**src/rtl/tstate_sequencer.sv**
```systemverilog
// One-hot T-state generator with early termination, boundary halt and an instruction-done pulse.
// Optional single-step operation is enabled by defining SEQ_SINGLE_STEP_EN.
//
// state  | meaning
// RUN    | stepping through T-states 0..STATES-1; fetch, increment, decode, then execute steps
// HALTED | parked at an instruction boundary; all strobes low, resumes at fetch when halt drops
module tstate_sequencer #(
    parameter int STATES = 6,
    parameter int STEP_W = $clog2(STATES)
) (
    input  logic              clock,
    input  logic              input_clear,
    input  logic              input_clock_enable,
    input  logic              input_end_early,
    input  logic              input_halt,
`ifdef SEQ_SINGLE_STEP_EN
    input  logic              input_step_mode,
    input  logic              input_step,
`endif
    output logic [STATES-1:0] output_tstate,
    output logic [STEP_W-1:0] output_step,
    output logic              output_fetch,
    output logic              output_increment,
    output logic              output_decode,
    output logic              output_execute,
    output logic              output_instr_done,
    output logic              output_halted
);

    typedef enum logic {
        RUN    = 1'b0,
        HALTED = 1'b1
    } mode_t;

    localparam logic [STEP_W-1:0] LAST_STEP  = STEP_W'(STATES - 1);
    localparam logic [STEP_W-1:0] EXEC_FIRST = STEP_W'(3);

    mode_t             mode, mode_nxt;
    logic [STEP_W-1:0] step, step_nxt;
    logic              done_r, done_nxt;
    logic              advance;
    logic              boundary;

`ifdef SEQ_SINGLE_STEP_EN
    logic step_prev;

    always_ff @(posedge clock) begin
        if (input_clear) begin
            step_prev <= 1'b0;
        end else begin
            step_prev <= input_step;
        end
    end

    // In single-step mode only the rising edge of the button counts as an enabled cycle.
    assign advance = input_clock_enable && (!input_step_mode || (input_step && !step_prev));
`else
    assign advance = input_clock_enable;
`endif

    // End-early is only meaningful once the execute steps have started.
    assign boundary = (step == LAST_STEP) || (input_end_early && (step >= EXEC_FIRST));

    always_ff @(posedge clock) begin
        if (input_clear) begin
            step   <= '0;
            mode   <= RUN;
            done_r <= 1'b0;
        end else begin
            step   <= step_nxt;
            mode   <= mode_nxt;
            done_r <= done_nxt;
        end
    end

    always_comb begin
        step_nxt = step;
        mode_nxt = mode;
        done_nxt = done_r;
        if (advance) begin
            case (mode)
                RUN: begin
                    if (boundary) begin
                        step_nxt = '0;
                        done_nxt = 1'b1;
                        if (input_halt) begin
                            mode_nxt = HALTED;
                        end
                    end else begin
                        step_nxt = step + STEP_W'(1);
                        done_nxt = 1'b0;
                    end
                end
                HALTED: begin
                    step_nxt = '0;
                    done_nxt = 1'b0;
                    if (!input_halt) begin
                        mode_nxt = RUN;
                    end
                end
                default: begin
                    step_nxt = '0;
                    mode_nxt = RUN;
                    done_nxt = 1'b0;
                end
            endcase
        end
    end

    assign output_tstate     = (mode == RUN) ? (STATES'(1) << step) : '0;
    assign output_step       = (mode == RUN) ? step : '0;
    assign output_fetch      = (mode == RUN) && (step == STEP_W'(0));
    assign output_increment  = (mode == RUN) && (step == STEP_W'(1));
    assign output_decode     = (mode == RUN) && (step == STEP_W'(2));
    assign output_execute    = (mode == RUN) && (step >= EXEC_FIRST);
    assign output_instr_done = done_r;
    assign output_halted     = (mode == HALTED);

endmodule
```
**config.mk**
```make
export PLATFORM = sky130hd
export DESIGN_NAME = tstate_sequencer
export DESIGN_NICKNAME = d
export VERILOG_FILES = /design/src/rtl/tstate_sequencer.sv
export SDC_FILE = /design/constraint.sdc
export NUM_CORES = 1
export LEC_CHECK = 0
export ABC_AREA = 1
export BUFFER_PORTS_ARGS = -buffer_cell sky130_fd_sc_hd__buf_2
export CORE_AREA = 3 3 40 42
export CTS_CLUSTER_DIAMETER = 120
export DETAILED_ROUTE_END_ITERATION = 10
export DIE_AREA = 0 0 43 45
export PLACE_DENSITY = 0.68
export SYNTH_ARGS = -nofsm -noshare
export SYNTH_HDL_FRONTEND = slang
export SYNTH_SLANG_ARGS = --single-unit
```
**constraint.sdc**
```tcl
create_clock -name clock -period 2.1 [get_ports clock]
set_clock_uncertainty 0.2 [all_clocks]
set_input_delay 0.21 -clock clock [delete_from_list [all_inputs] [get_ports clock]]
set_output_delay 0.21 -clock clock [all_outputs]
set_load 0.1 [all_outputs]
```
==> impl_results.md <==
- Vias/cell: 4.32
- Commonest cells in the netlist: inv_1 (10), nand2_1 (10), nor2_1 (9)
- Clk buf depth: 2
- Ant. Diodes: 0
- Core area: between 1000 and 1500 µm²
- # IOs: 20
- Peak supply drop: roughly 0.34 mV
- Max Fanout on Critical Path: 5
- Post-Syn Area: 405 µm²
- Synthesized Nets: 70
- Routed wire length: 854 µm
- Final GP Congestion: 0.749
- ANT nets after route: 0
- Final Instance Area: 628 µm²
- Synth area leader: dfxtp_1
- HPWL Detailed: 699 µm
- Max Freq: 0.506 GHz
- Worst Setup Path Type: flip-flop to output port
- Largest net degree at the start of global routing: 13
- Share of layout cells above drive strength 1: 0.575
- Worst slew pin tran: 486 ps
- Starting Density: 0.315
- Residual DRC: 0
- Post-CTS Setup Inserts: 0
- Vias in the first global route: 347
- Synth Flop Type: dfxtp_1
- Global route total overflow: 0
- GRT Overall Usage: 0.101
- Antenna violations before repair: 0
- PortBufs: 19
- Slew HR: 0.678
- Worst EP required: 1690 ps
- Clk root buf: clkbuf_4
- Unrepaired setup endpoints after global routing: false
- Number of synthesized flops with an enable pin: 0
- H-tree depth: 1
- # setup viols final: 0
- Final Max Tran Viols: 0
- #FFs+latches synth: 5
- Syn Inst Count: 60
- Seq/Total Area, Yosys: 0.247
- CTS Buf Count: 3
- Drt initial violations: 4
- Total power: approximately 0.46 mW
- Die Span X: 43 µm
- Worst hold path class: input pin to flip-flop
- Pleak: 0.312 nW
- Critical Path Sink Type: output port
- Avg WL per Cell: between 8 and 9 µm
- Arr. time, crit path: 1570 ps
- DIE AREA: 1940 µm²
- Max cap viols: 0
- Die height: 45 µm
- Final #Nets: 91
- Fin. Hold Viols: 0
- Avg Inst Size Synth: 6.76 µm²
- Netlist cell types: 15
- Clk pin slew, worst setup/hold paths: 50 ps
- Top area cells in the synthesized netlist: dfxtp_1 (25%), ha_1 (15%), inv_1 (9.3%)
- Post-DP Area: 592 µm²
- Final Non-Filler Cells: 95
- Worst Setup Start Kind: flip-flop
- Final min period: around 2000 ps
- Via count of the routed design: 410
- Clock tree from TritonCTS: yes
- Global-route wire length before repair: 1.39 mm
- Period utilization: 0.942
- Yosys warns: 0
- Clock Latency Late Sink: about 240 ps
- Pwr Density: 724 nW/µm²
- TritonRoute pass-1 iters: 4
- Clk sinks: 5
- Status: finished clean
- Asr flop ratio synth: 0
- Placement Rows: 13
- Share of the synthesized area in the top cell type: 0.247
- Fillcell total: 139
- Placed Cells: 90
- Area Overhead vs Synth: 54.9%
placed cells by master (no fill, tap or decap), types with 2 or more instances in the layout:
cell / instances
nor2_4: 2
inv_1: 7
nand3_1: 3
a21oi_1: 2
nand2_2: 2
buf_2: 18
dfxtp_1: 2
nor2_2: 6
nor3_4: 2
a21oi_2: 3
ha_1: 4
dfxtp_2: 2
clkbuf_4: 3
inv_4: 2
nand2_1: 10
o21ai_0: 2
nor2_1: 2
worst max-delay path, stage by stage, from the launching register on:
cell     delay [ps]
dfxtp_1         370
inv_1           210
ha_1            220
inv_1            50
nor2_2           60
buf_2           420
final timing paths:
kind / from / end / slack, ps / cells past startpoint
max: step[2]$_SDFFE_PP0P_ / output_tstate[3] / 120 / 5
max reg2reg: step[2]$_SDFFE_PP0P_ / output_halted$_SDFFE_PP0P_ / 410 / 8
min: input_clock_enable / output_halted$_SDFFE_PP0P_ / 30 / 3
min reg2reg: output_instr_done$_SDFFE_PP0P_ / output_instr_done$_SDFFE_PP0P_ / 280 / 2
final cells by class:
class	count	area, µm²	share of cell area
timing repair buffer	20	120	0.191
clock buffer	4	26.3	0.0418
multi-input combinational	41	314	0.500
sequential	5	106	0.169
inverter	10	42.5	0.0677
tap	15	18.8	0.0299
power breakdown:
part           leakage (nW)  total, mW  internal (mW)  switching [mW]
Sequential           0.0422      0.107         0.0994         0.00777
Clock                0.0150      0.112         0.0719          0.0403
Combinational         0.255      0.236         0.0472           0.188
metrics by stage:
stage	setup WS [ps]	setup TNS, ps	hold slack (ps)	utilization
5_1_grt	53.8	0	26.9	0.489
3_3_place_gp	403	0	222	0.461
3_5_place_dp	371	0	224	0.461
4_1_cts	100	0	25.9	0.489
6_report	122	0	34.1	0.489
2_1_floorplan	-19.0	-19.0	71.7	-
state kept, by name, summed over array words and instances, names as in the netlist:
signal             count
output_halted          1
output_instr_done      1
step                   3
what timing repair did:
item | CTS | global route
hold endpoints to repair | 3 | 0
hold buffers | 1 | 0
gates resized for setup | 0 | 0
logic make-up (layout without fill, tap and decap cells):
family          Yosys count  after routing  share of synthesized area
compound gates            8              8                      0.127
simple gates             28             28                      0.312
flops                     5              5                      0.247
fa+ha+maj                 5              5                      0.154
buf+inv                  14             34                      0.160
per-layer routing:
metal,share of wire,GRT usage,wire [µm]
met5,0,0,0
met3,0.097,0.0359,83
met2,0.46,0.156,389
met1,0.44,0.109,377
met4,0.0047,0.0904,4
(Power assumes the default switching activity.)
